**config.mk**
```make
export PLATFORM = sky130hd
export DESIGN_NAME = result_uart_tx
export DESIGN_NICKNAME = d
export VERILOG_FILES = /design/src/rtl/result_uart_tx.sv
export SDC_FILE = /design/constraint.sdc
export NUM_CORES = 1
export LEC_CHECK = 0
export ABC_AREA = 0
export BUFFER_PORTS_ARGS = -buffer_cell sky130_fd_sc_hd__buf_2
export CAP_MARGIN = 30
export CORE_ASPECT_RATIO = 0.75
export CORE_MARGIN = 10
export CORE_UTILIZATION = 51
export CTS_CLUSTER_SIZE = 20
export DETAILED_ROUTE_END_ITERATION = 6
export GPL_TIMING_DRIVEN = 0
export PLACE_DENSITY = 0.71
export SLEW_MARGIN = 25
export SYNTH_ARGS = -nofsm -noshare
export SYNTH_HDL_FRONTEND = slang
export SYNTH_SLANG_ARGS = --single-unit
export TNS_END_PERCENT = 50
```
**constraint.sdc**
```tcl
create_clock -name clk -period 3.1 [get_ports clk]
set_input_delay 0 -clock clk [delete_from_list [all_inputs] [get_ports clk]]
set_output_delay 0 -clock clk [all_outputs]
set_load 0.01 [all_outputs]
```
**src/rtl/result_uart_tx.sv**
```systemverilog
// Serialises a p_N-bit result word as NB back-to-back UART frames, MSB byte first, LSB bit first.
// Optional build macro RESULT_UART_TX_PARITY_EN adds an even-parity bit (8E1 instead of 8N1).
module result_uart_tx #(
  parameter int clk_freq       = 50000000,
  parameter int uart_baud_rate = 57600,
  parameter int p_N            = 16
) (
  input  logic           clk,
  input  logic           rst,
  input  logic [p_N-1:0] i_data,
  input  logic           i_start,
  output logic           o_busy,
  output logic           o_done,
  output logic           uart_txd
);

  localparam int DIV = clk_freq / uart_baud_rate;
  localparam int NB  = p_N / 8;
  localparam int CW  = (DIV > 1) ? $clog2(DIV) : 1;
  localparam int BW  = (NB > 1) ? $clog2(NB) : 1;

  localparam logic [CW-1:0] BAUD_LAST = CW'(DIV - 1);
  localparam logic [CW-1:0] BAUD_ONE  = CW'(1);
  localparam logic [BW-1:0] BYTE_LAST = BW'(NB - 1);
  localparam logic [BW-1:0] BYTE_ONE  = BW'(1);

  typedef enum logic [2:0] {
    S_IDLE,
    S_START,
    S_DATA,
`ifdef RESULT_UART_TX_PARITY_EN
    S_PARITY,
`endif
    S_STOP
  } state_t;

  state_t         state_reg, state_next;
  logic [CW-1:0]  baud_reg, baud_next;
  logic [2:0]     bit_reg, bit_next;
  logic [BW-1:0]  byte_reg, byte_next;
  logic [p_N-1:0] shift_reg, shift_next;
  logic           txd_reg, txd_next;
  logic           busy_reg, busy_next;
  logic           done_reg, done_next;

  logic [7:0] cur_byte;
  logic [2:0] bit_inc;
  logic       baud_wrap;

  // The byte on the wire is always the top byte; later bytes are shifted up into place.
  assign cur_byte  = shift_reg[p_N-1 -: 8];
  assign bit_inc   = bit_reg + 3'd1;
  assign baud_wrap = (baud_reg == BAUD_LAST);

  always_ff @(posedge clk or negedge rst) begin
    if (!rst) begin
      state_reg <= S_IDLE;
      baud_reg  <= '0;
      bit_reg   <= '0;
      byte_reg  <= '0;
      shift_reg <= '0;
      txd_reg   <= 1'b1;
      busy_reg  <= 1'b0;
      done_reg  <= 1'b0;
    end else begin
      state_reg <= state_next;
      baud_reg  <= baud_next;
      bit_reg   <= bit_next;
      byte_reg  <= byte_next;
      shift_reg <= shift_next;
      txd_reg   <= txd_next;
      busy_reg  <= busy_next;
      done_reg  <= done_next;
    end
  end

  always_comb begin
    state_next = state_reg;
    baud_next  = baud_wrap ? '0 : baud_reg + BAUD_ONE;
    bit_next   = bit_reg;
    byte_next  = byte_reg;
    shift_next = shift_reg;
    txd_next   = txd_reg;
    busy_next  = busy_reg;
    done_next  = 1'b0;

    case (state_reg)
      S_IDLE: begin
        baud_next = '0;
        txd_next  = 1'b1;
        busy_next = 1'b0;
        // Outputs are registered, so the start bit appears at the capturing edge.
        if (i_start) begin
          shift_next = i_data;
          bit_next   = '0;
          byte_next  = '0;
          txd_next   = 1'b0;
          busy_next  = 1'b1;
          state_next = S_START;
        end
      end

      S_START: begin
        if (baud_wrap) begin
          bit_next   = '0;
          txd_next   = cur_byte[0];
          state_next = S_DATA;
        end
      end

      S_DATA: begin
        if (baud_wrap) begin
          if (bit_reg == 3'd7) begin
`ifdef RESULT_UART_TX_PARITY_EN
            txd_next   = ^cur_byte;
            state_next = S_PARITY;
`else
            txd_next   = 1'b1;
            state_next = S_STOP;
`endif
          end else begin
            bit_next = bit_inc;
            txd_next = cur_byte[bit_inc];
          end
        end
      end

`ifdef RESULT_UART_TX_PARITY_EN
      S_PARITY: begin
        if (baud_wrap) begin
          txd_next   = 1'b1;
          state_next = S_STOP;
        end
      end
`endif

      S_STOP: begin
        if (baud_wrap) begin
          if (byte_reg == BYTE_LAST) begin
            byte_next  = '0;
            txd_next   = 1'b1;
            busy_next  = 1'b0;
            done_next  = 1'b1;
            state_next = S_IDLE;
          end else begin
            // Next frame follows the stop bit with no idle gap.
            byte_next  = byte_reg + BYTE_ONE;
            shift_next = shift_reg << 8;
            txd_next   = 1'b0;
            state_next = S_START;
          end
        end
      end

      default: begin
        txd_next   = 1'b1;
        busy_next  = 1'b0;
        state_next = S_IDLE;
      end
    endcase
  end

  assign o_busy   = busy_reg;
  assign o_done   = done_reg;
  assign uart_txd = txd_reg;

endmodule

```
==> results.py, run 1 <==
metrics = {
    "cts": {
        "ctsLongestPathBuffers": 2,
        "root_buffer": "sky130_fd_sc_hd__clkbuf_8",
        "cts_resized": 0,
        "cts-buffers-inserted": 5,
        "insertion_delay_ps": 280,
        "cts_max_level": 2,
        "tritoncts": "built",
        "worst_path_clk_slew_ps": 70,
        "cts_post_setup_buffers_inserted": 0,
        "cts_num_sinks": 35,
        "cts_hold_buffers": 9,
    },
    "synthesis": {
        "ys.flop_type": "sky130_fd_sc_hd__dfrtp_1",
        "synth_nets": 184,
        "synth_enable_flop_cells": 0,
        "synth-warning-count": 0,
        "flip_flop_and_latch_count_after_synthesis": 35,
        "gate_count_after_technology_mapping": 158,
        "synth.avg_cell_area_um2": 11.8,
        "synth-async-reset-ratio_pct": 100,
        "synthesis.area_um2": 1860,
        "count_of_unique_library_cells_instantiated_by_yosys": 43,
        "synth-seq-area-share_pct": 47.2,
    },
    "die": {
        "io-pin-count": 22,
        "fp.dieW_um": 89.7,
        "floorplan.rows": 18,
        "die-area_um2": 6480,
        "effective_utilization_at_floorplan_pct": 54.6,
        "floorplan.die.height_um": 72.3,
        "core_um2": 3400,
    },
    "critical_path": {
        "worst_ep_required_time_ps": 3270,
        "critical_path.startpoint_type": "flip-flop",
        "critPathCaptureType": "flip-flop",
        "ff2ff_setup_slack_ps": 960,
        "worstRegToRegCells": 8,
        "worst_path_largest_cell_delay_ps": 420,
        "critical_path.max_fanout": 10,
        "crit-reg2reg-capture": "shift_reg[14]",
        "worstPathArrival_ps": 2310,
        "rr_startpoint": "state_reg[1]",
        "crit_slowest_cell": "sky130_fd_sc_hd__dfrtp_1",
        "timing.critical_path.cells": "inv_1 > ha_1 > buf_2 > mux2i_1 > nor2_1 > a21oi_4 > buf_6 > mux2_4",
        "criticalPathCategory": "flip-flop to flip-flop",
        "cp-startpoint": "state_reg[1]",
    },
    "place": {
        "post-place-ws_ps": 960,
        "detailedPlacementHpwl_um": 2770,
        "buffer_ports.inserted": 21,
        "dpl_cell_area_um2": 2030,
        "gp_routability_congestion": 0.815,
    },
    "min_path": {
        "hold_path.startpoint": "i_data[11]",
        "hold_path_class": "input port to flip-flop",
        "min_to": "shift_reg[11]",
        "hold_path_depth": 3,
    },
    "sta": {
        "fin_setup_tns_ps": 0,
        "finalWorstPathRequiredPeriod_ps": 2140,
        "max_freq_mhz": 467,
        "max_slew.worst_pin.slew_ps": 771,
        "worst_slew_margin_rel_pct": 48.6,
        "min_period_over_period_pct": 69.0,
        "report.final.setup_viol": 0,
        "hold_viol": 0,
        "clock_skew_ps": 4.17,
        "timing.final.ws_setup_ps": 961,
        "finalMaxSlewViolations": 0,
        "grt_setup_unrepaired": "false",
    },
    "grt": {
        "global_route_wire_length_before_repair_um": 6800,
        "number_of_global_route_vias_before_repair": 1423,
        "initial_antenna_violation_count": 0,
        "grt_max_degree": 36,
        "grt_usage_pct": 13.4,
        "grt_overflow_total": 0,
    },
    "detailed_routing": {
        "routed_via_density": 5.50,
        "drt_iter0_markers": 52,
        "drtAntennaViolNets": 0,
        "drt_drc_violations_left": 0,
        "wl_per_cell_um": 15.5,
        "via_count": 1343,
        "drt_first_pass_iters": 4,
        "totalWireLength_um": 3780,
    },
    "finish": {
        "layout.cell_area.non_filler_um2": 2190,
        "antennaDiodeCount": 0,
        "layout-drive-gt1-share_pct": 35.1,
        "layout.filler_cells": 272,
        "layout.core_utilization_pct": 64.3,
        "largest_register_ffs": 16,
        "nets": 221,
        "layout_area_growth_over_synthesis_pct": 17.8,
    },
    "outcome": {
        "status": "completed",
    },
    "pwr": {
        "vdd_drop_max_uv": 427,
        "power_density_nw_per_um2": 831,
        "leakage_nw": 1.03,
    },
    "run": {
        "drv_cap": 0,
    },
}
Yosys cell counts (all sizes together) (3+ instances only):
cell type | number | share of area, %
dfrtp | 34 | 46
mux2 | 19 | 12
nor2 | 16 | 3.4
a22o | 9 | 4.8
ha | 7 | 4.7
o21ai | 7 | 1.9
inv | 6 | 1.2
xor2 | 6 | 2.8
buf | 5 | 2.7
nand2 | 5 | 1.0
nand3 | 5 | 1.3
and3 | 4 | 1.4
a21oi | 3 | 1.4
nor2b | 3 | 1.4
nor3 | 3 | 1.4
through the flow:
stage          cells  total power (W)  hold WS, ps
4_1_cts          244          0.00183         68.0
3_3_place_gp     229          0.00147          107
2_1_floorplan    158          0.00133         -296
5_1_grt          244          0.00197         74.7
3_5_place_dp     229          0.00151          120
6_report         244          0.00182         71.9
worst max path at each step:
| stage | to | cells past startpoint |
|---|---|---|
| final | shift_reg[14] | 8 |
| after global routing | state_reg[1] | 7 |
| after CTS | shift_reg[14] | 8 |
| after detailed placement | shift_reg[14] | 8 |
| after global placement | shift_reg[15] | 8 |
| after floorplan | shift_reg[14] | 8 |
layer usage:
metal	vias to the layer above	track usage, %	part of all wire (%)
met4	0	5.11	1.1
met1	663	18.8	50
li1	645	-	-
met2	30	18.8	44
met5	-	0	0
met3	5	4.02	4.7
worst max-delay path: cells and delay by family (launching register included):
family / cells / cell delay (ps)
flops: 1 / 420
buf+inv: 3 / 500
compound gates: 1 / 290
fa+ha+maj: 1 / 140
mux: 2 / 570
simple gates: 1 / 110
power by group:
part           internal, W  total [W]  leakage, nW  switching, W
clock network     0.000150   0.000300       0.0371      0.000151
registers         0.000619   0.000729        0.448      0.000111
logic             0.000415   0.000788        0.546      0.000373
total              0.00118    0.00182         1.03      0.000634
cells by family after synthesis:
logic type	share of synthesized area [%]
xor+xnor	3.77
simple gates	13.4
buf+inv	4.31
fa+ha+maj	4.71
flops	47.2
mux	14.2
compound gates	12.4
placed cells by master, fill, tap and decap left out, drive strengths merged, types with 4 or more instances in the layout:
| master | Yosys | layout |
|---|---|---|
| mux2 | 19 | 19 |
| ha | 7 | 7 |
| inv | 6 | 6 |
| nand3 | 5 | 5 |
| xor2 | 6 | 6 |
| nor2 | 16 | 16 |
| o21ai | 7 | 7 |
| dfrtp | 34 | 34 |
| clkbuf | 2 | 8 |
| and3 | 4 | 4 |
| dlygate4sd3 | 0 | 9 |
| buf | 5 | 26 |
| nand2 | 5 | 5 |
| a22o | 9 | 9 |
final cells by class:
| type | instances | area [um2] | area share (%) |
|---|---|---|---|
| Multi-Input combinational cell | 110 | 901 | 41.2 |
| Sequential cell | 35 | 877 | 40.1 |
| Timing Repair Buffer | 30 | 195 | 8.92 |
| Clock buffer | 6 | 72.6 | 3.32 |
| Tap cell | 50 | 62.6 | 2.86 |
| Buffer | 7 | 57.6 | 2.63 |
| Inverter | 6 | 22.5 | 1.03 |
(Power assumes the default switching activity.)
==> run 2: changes to the inputs <==
- ABC_AREA: 0 -> 1
- clock period: 3.1 -> 2 ns (I/O delays scaled with it)
==> results.py, run 2 <==
metrics = {
    "outcome": {
        "status": "completed",
    },
    "detailed_routing": {
        "via_count": 1486,
        "totalWireLength_um": 3630,
        "routed_via_density": 4.59,
        "wl_per_cell_um": 11.2,
        "drt_first_pass_iters": 4,
        "drtAntennaViolNets": 0,
        "drt_drc_violations_left": 0,
        "drt_iter0_markers": 76,
    },
    "critical_path": {
        "critical_path.max_fanout": 9,
        "critPathCaptureType": "flip-flop",
        "worst_ep_required_time_ps": 2190,
        "worst_path_largest_cell_delay_ps": 420,
        "crit-reg2reg-capture": "bit_reg[0]",
        "worstPathArrival_ps": 1940,
        "rr_startpoint": "state_reg[0]",
        "timing.critical_path.mode_cell": "sky130_fd_sc_hd__nand2_1",
        "worstRegToRegCells": 8,
        "timing.critical_path.cells": "inv_1 > ha_1 > clkbuf_1 > nand2_1 > o21ai_0 > nand3_1 > nand2_1 > nand2_1",
        "critical_path_destination": "bit_reg[0]",
        "crit_slowest_cell": "sky130_fd_sc_hd__dfrtp_1",
        "cp-startpoint": "state_reg[0]",
        "critical_path.startpoint_type": "flip-flop",
        "criticalPathCategory": "flip-flop to flip-flop",
        "ff2ff_setup_slack_ps": 250,
    },
    "synthesis": {
        "synth.top_cells.by_area": "sky130_fd_sc_hd__dfrtp_1 44%, sky130_fd_sc_hd__nand2_1 13%, sky130_fd_sc_hd__inv_1 6.1%",
        "flip_flop_and_latch_count_after_synthesis": 35,
        "count_of_unique_library_cells_instantiated_by_yosys": 26,
        "synth_enable_flop_cells": 0,
        "synth.avg_cell_area_um2": 8.26,
        "post_synth_most_frequent_cells": "65 x sky130_fd_sc_hd__nand2_1, 34 x sky130_fd_sc_hd__dfrtp_1, 31 x sky130_fd_sc_hd__inv_1",
        "synth-warning-count": 0,
        "gate_count_after_technology_mapping": 232,
        "ys.flop_type": "sky130_fd_sc_hd__dfrtp_1",
        "synthesis.area_um2": 1920,
        "synth-seq-area-share_pct": 45.8,
        "synth_largest_area_cell": "sky130_fd_sc_hd__dfrtp_1",
        "synth_nets": 258,
        "yosysMostFrequentCell": "sky130_fd_sc_hd__nand2_1",
        "synth-async-reset-ratio_pct": 100,
        "yosysTopAreaCellShare_pct": 44.4,
    },
    "grt": {
        "number_of_global_route_vias_before_repair": 1431,
        "global_route_wire_length_before_repair_um": 6300,
        "initial_antenna_violation_count": 0,
        "grt_usage_pct": 11.7,
        "grt_max_degree": 36,
        "grt_overflow_total": 0,
    },
    "sta": {
        "worst_slew_margin_rel_pct": 50.5,
        "timing.final.ws_setup_ps": 248,
        "hold_viol": 0,
        "finalWorstPathRequiredPeriod_ps": 1750,
        "fin_setup_tns_ps": 0,
        "min_period_over_period_pct": 87.6,
        "clock_skew_ps": 4.65,
        "max_slew.worst_pin.slew_ps": 742,
        "finalMaxSlewViolations": 0,
        "grt_setup_unrepaired": "false",
        "max_freq_mhz": 571,
        "report.final.setup_viol": 0,
    },
    "cts": {
        "root_buffer": "sky130_fd_sc_hd__clkbuf_8",
        "cts_num_sinks": 35,
        "cts_max_level": 2,
        "insertion_delay_ps": 300,
        "ctsLongestPathBuffers": 2,
        "cts_post_setup_buffers_inserted": 0,
        "worst_path_clk_slew_ps": 70,
        "cts-buffers-inserted": 5,
        "tritoncts": "built",
    },
    "die": {
        "effective_utilization_at_floorplan_pct": 52.7,
        "floorplan.rows": 19,
        "fp.dieW_um": 90.8,
        "core_um2": 3640,
        "io-pin-count": 22,
        "die-area_um2": 6640,
        "floorplan.die.height_um": 73.1,
    },
    "finish": {
        "fin_cells": 324,
        "layout-drive-gt1-share_pct": 20.2,
        "antennaDiodeCount": 0,
        "layout.core_utilization_pct": 63.6,
        "mostFrequentLayoutCells": "65 x sky130_fd_sc_hd__nand2_1, 34 x sky130_fd_sc_hd__dfrtp_1, 31 x sky130_fd_sc_hd__inv_1",
        "nets": 298,
        "layout.filler_cells": 321,
        "largest_register_ffs": 16,
        "layout.cells.most_common": "sky130_fd_sc_hd__nand2_1",
        "layout_area_growth_over_synthesis_pct": 20.7,
    },
    "place": {
        "dp_cells": 305,
        "buffer_ports.inserted": 21,
        "post-place-ws_ps": 263,
        "detailedPlacementHpwl_um": 2600,
        "gp_routability_congestion": 0.843,
    },
    "pwr": {
        "leakage_nw": 1.17,
        "vdd_drop_max_uv": 870,
        "power_density_nw_per_um2": 1450,
    },
    "run": {
        "drv_cap": 0,
    },
    "min_path": {
        "hold_path_class": "input port to flip-flop",
    },
}
[run 2: changes by cell type after synthesis, moves of 4 or more]
| cell | previous run | this run |
|---|---|---|
| sky130_fd_sc_hd__nand3_1 | 5 | 10 |
| sky130_fd_sc_hd__nor3_1 | 2 | 6 |
| sky130_fd_sc_hd__inv_1 | 6 | 31 |
| sky130_fd_sc_hd__nand2_1 | 5 | 65 |
| sky130_fd_sc_hd__mux2i_1 | 2 | 6 |
| sky130_fd_sc_hd__mux2_2 | 17 | 0 |
| sky130_fd_sc_hd__a22o_2 | 8 | 0 |
| sky130_fd_sc_hd__nand2_2 | 0 | 7 |
| sky130_fd_sc_hd__nor2_1 | 15 | 23 |
| sky130_fd_sc_hd__o21ai_2 | 0 | 9 |
[run 2: how the worst min path moves through the flow]
stage / end / from / slack, ps / cells after the start
floorplan: baud_reg[0] / rst / -300 / 0
global placement: baud_reg[0] / rst / 120 / 1
detailed placement: baud_reg[0] / rst / 120 / 1
CTS: shift_reg[10] / i_data[10] / 4 / 3
global route: shift_reg[9] / i_data[9] / 8 / 3
finish: shift_reg[10] / i_data[10] / 5 / 3
[run 2: area by class of cell]
cell class	count	area, um2	share of cell area [%]
multi-input cells	160	885	38.2
repair buffers	33	225	9.73
well taps	52	65.1	2.81
clock buffers	5	68.8	2.97
flip-flops and latches	35	877	37.9
clock inverters	2	37.5	1.62
plain buffers	4	31.3	1.35
inverters	33	124	5.35
[run 2: cells by family (layout without fill, tap and decap cells)]
group | Yosys count | in the layout | share of synthesized area [%]
muxes | 6 | 6 | 3.13
xor gates and xnor gates | 5 | 5 | 2.28
AOI/OAI and AO/OA | 23 | 23 | 7.96
buffers and inverters | 37 | 77 | 8.09
and+or+nand+nor | 119 | 119 | 28.2
adders and majority gates | 7 | 7 | 4.57
DFF | 35 | 35 | 45.8
[run 2: critical path, delay by kind of cell (launching register included)]
kind	cells	cell delay, ps
AND/OR/NAND/NOR	4	480
buffers and inverters	2	420
flip-flops	1	420
AO/OA/AOI/OAI	1	180
adder cells (fa/ha/maj)	1	150
[run 2: where the power goes]
| group | switching [W] | internal, W | total, W |
|---|---|---|---|
| Sequential | 0.000176 | 0.000976 | 0.00115 |
| Combinational | 0.000972 | 0.000609 | 0.00158 |
| Clock | 0.000263 | 0.000364 | 0.000627 |
[run 2: routing by layer]
metal,routed length (um),GRT usage (%)
met1,1950,15.1
met2,1450,17.1
met3,169,3.49
met4,58,6.76
met5,0,0
[run 2: through the flow]
step                total power, W  instance area, um2  hold slack, ps
finish                     0.00336                2310            5.35
global route               0.00367                2310            8.12
CTS                        0.00339                2310            3.51
detailed placement         0.00274                2090             120
global placement           0.00271                2090             121
floorplan                  0.00240                1920            -296
[run 2: what timing repair did]
item,in CTS,in global routing
gates resized for setup,0,0
setup endpoints to repair,0,0
endpoints found under the hold margin,45,0
hold buffers,12,0
==> run 3: changes to the inputs <==
- SETUP_SLACK_MARGIN: default -> 0.4
==> results.py, run 3 (synthesis results as in run 2) <==
metrics = {
    "outcome": {
        "status": "completed",
    },
    "detailed_routing": {
        "drt_iter0_markers": 73,
        "drt_first_pass_iters": 4,
        "wl_per_cell_um": 11.8,
        "via_count": 1543,
        "drt_drc_violations_left": 0,
        "drtAntennaViolNets": 0,
        "routed_via_density": 4.66,
        "totalWireLength_um": 3910,
    },
    "grt": {
        "number_of_global_route_vias_before_repair": 1428,
        "initial_antenna_violation_count": 0,
        "global_route_wire_length_before_repair_um": 6290,
        "grt_usage_pct": 11.7,
        "grt_overflow_total": 0,
        "grt_max_degree": 36,
    },
    "cts": {
        "insertion_delay_ps": 300,
        "cts-buffers-inserted": 5,
        "ctsLongestPathBuffers": 2,
        "cts_num_sinks": 35,
        "root_buffer": "sky130_fd_sc_hd__clkbuf_8",
        "worst_path_clk_slew_ps": 70,
        "tritoncts": "built",
        "cts_max_level": 2,
    },
    "place": {
        "detailedPlacementHpwl_um": 2600,
        "buffer_ports.inserted": 21,
        "dpl_cell_area_um2": 2090,
        "gp_routability_congestion": 0.843,
    },
    "pwr": {
        "power_density_nw_per_um2": 1510,
        "vdd_drop_max_uv": 884,
        "leakage_nw": 1.22,
        "report.power.total_w": 0.00369,
    },
    "die": {
        "floorplan.rows": 19,
        "die-area_um2": 6640,
        "floorplan.die.height_um": 73.1,
        "effective_utilization_at_floorplan_pct": 52.7,
        "io-pin-count": 22,
        "fp.dieW_um": 90.8,
        "core_um2": 3640,
    },
    "sta": {
        "hold_viol": 0,
        "max_freq_mhz": 639,
        "worst_slew_margin_rel_pct": 50.1,
        "max_slew.worst_pin.slew_ps": 749,
        "grt_setup_unrepaired": "true",
        "min_period_over_period_pct": 78.3,
        "report.final.setup_viol": 0,
        "holdWs_ps": 3.83,
        "clock_skew_ps": 2.89,
        "finalMaxSlewViolations": 0,
        "fin_setup_tns_ps": 0,
        "finalWorstPathRequiredPeriod_ps": 1570,
    },
    "finish": {
        "antennaDiodeCount": 0,
        "mostFrequentLayoutCells": "65 x sky130_fd_sc_hd__nand2_1, 33 x sky130_fd_sc_hd__dfrtp_1, 29 x sky130_fd_sc_hd__inv_1",
        "layout.cells.most_common": "sky130_fd_sc_hd__nand2_1",
        "layout.core_utilization_pct": 67.3,
        "layout-drive-gt1-share_pct": 25.8,
        "nets": 305,
        "layout_area_growth_over_synthesis_pct": 27.7,
        "largest_register_ffs": 16,
        "layout.cell_area.non_filler_um2": 2450,
    },
    "critical_path": {
        "worstPathArrival_ps": 1750,
        "worst_path_largest_cell_delay_ps": 420,
        "criticalPathCategory": "flip-flop to flip-flop",
        "worstRegToRegCells": 8,
        "critPathCaptureType": "flip-flop",
        "critical_path.max_fanout": 6,
        "timing.critical_path.cells": "inv_1 > ha_4 > inv_4 > a21oi_4 > nand3_4 > clkbuf_16 > nand2_2 > o21ai_2",
        "critical_path.startpoint_type": "flip-flop",
        "worst_ep_required_time_ps": 2190,
        "crit_slowest_cell": "sky130_fd_sc_hd__dfrtp_1",
    },
    "run": {
        "drv_cap": 0,
    },
    "min_path": {
        "hold_path_depth": 3,
        "hold_path_class": "input port to flip-flop",
    },
}
[run 3: per-stage QoR]
step                      instances  worst slack (ps)
after floorplan                 232               487
after global routing            331               333
final                           331               435
after global placement          305               308
after CTS                       325               412
after detailed placement        305               263
[run 3: where the power goes]
part           switching, W  leakage, nW  total (W)  internal, W
logic               0.00109        0.723    0.00190     0.000819
registers          0.000177        0.449    0.00115     0.000977
clock network      0.000265       0.0502   0.000629     0.000364
[run 3: worst paths after layout]
| kind | startpoint | to | slack [ps] |
|---|---|---|---|
| max in group asynchronous | rst | bit_reg[0] | 1180 |
| setup / recovery | state_reg[1] | shift_reg[14] | 430 |
| hold reg to reg | shift_reg[2] | shift_reg[2] | 470 |
| setup reg to reg | state_reg[1] | shift_reg[14] | 430 |
| min in group asynchronous | rst | baud_reg[0] | 300 |
| hold / removal | i_data[10] | shift_reg[10] | 4 |
[run 3: what timing repair did]
item                                    in CTS  in global routing
gates cloned                                 0                  1
endpoints found under the setup margin      21                 20
setup buffers                                1                  5
hold endpoints to repair                    45                  0
pin swaps                                    0                  2
resized for setup                            7                 12
hold buffers                                12                  0
[run 3: worst max-delay path: cells and delay by family, from the launching register on]
kind            cells  cell delay (ps)
buf+inv             3              390
compound gates      2              230
simple gates        2              200
fa+ha+maj           1              200
flops               1              420
[run 3: per-layer routing]
layer / global-route usage (%) / routed length (um)
met1: 15.1 / 1990
met2: 17.0 / 1600
met3: 3.49 / 219
met4: 6.76 / 94
met5: 0 / 0
[run 3: area by class of cell]
class	count	area [um2]
Inverter	33	126
Timing Repair Buffer	40	295
Tap cell	52	65.1
Multi-Input combinational cell	160	936
Clock buffer	5	68.8
Sequential cell	35	878
Clock inverter	2	37.5
Fill cell	301	1190
Buffer	4	41.3
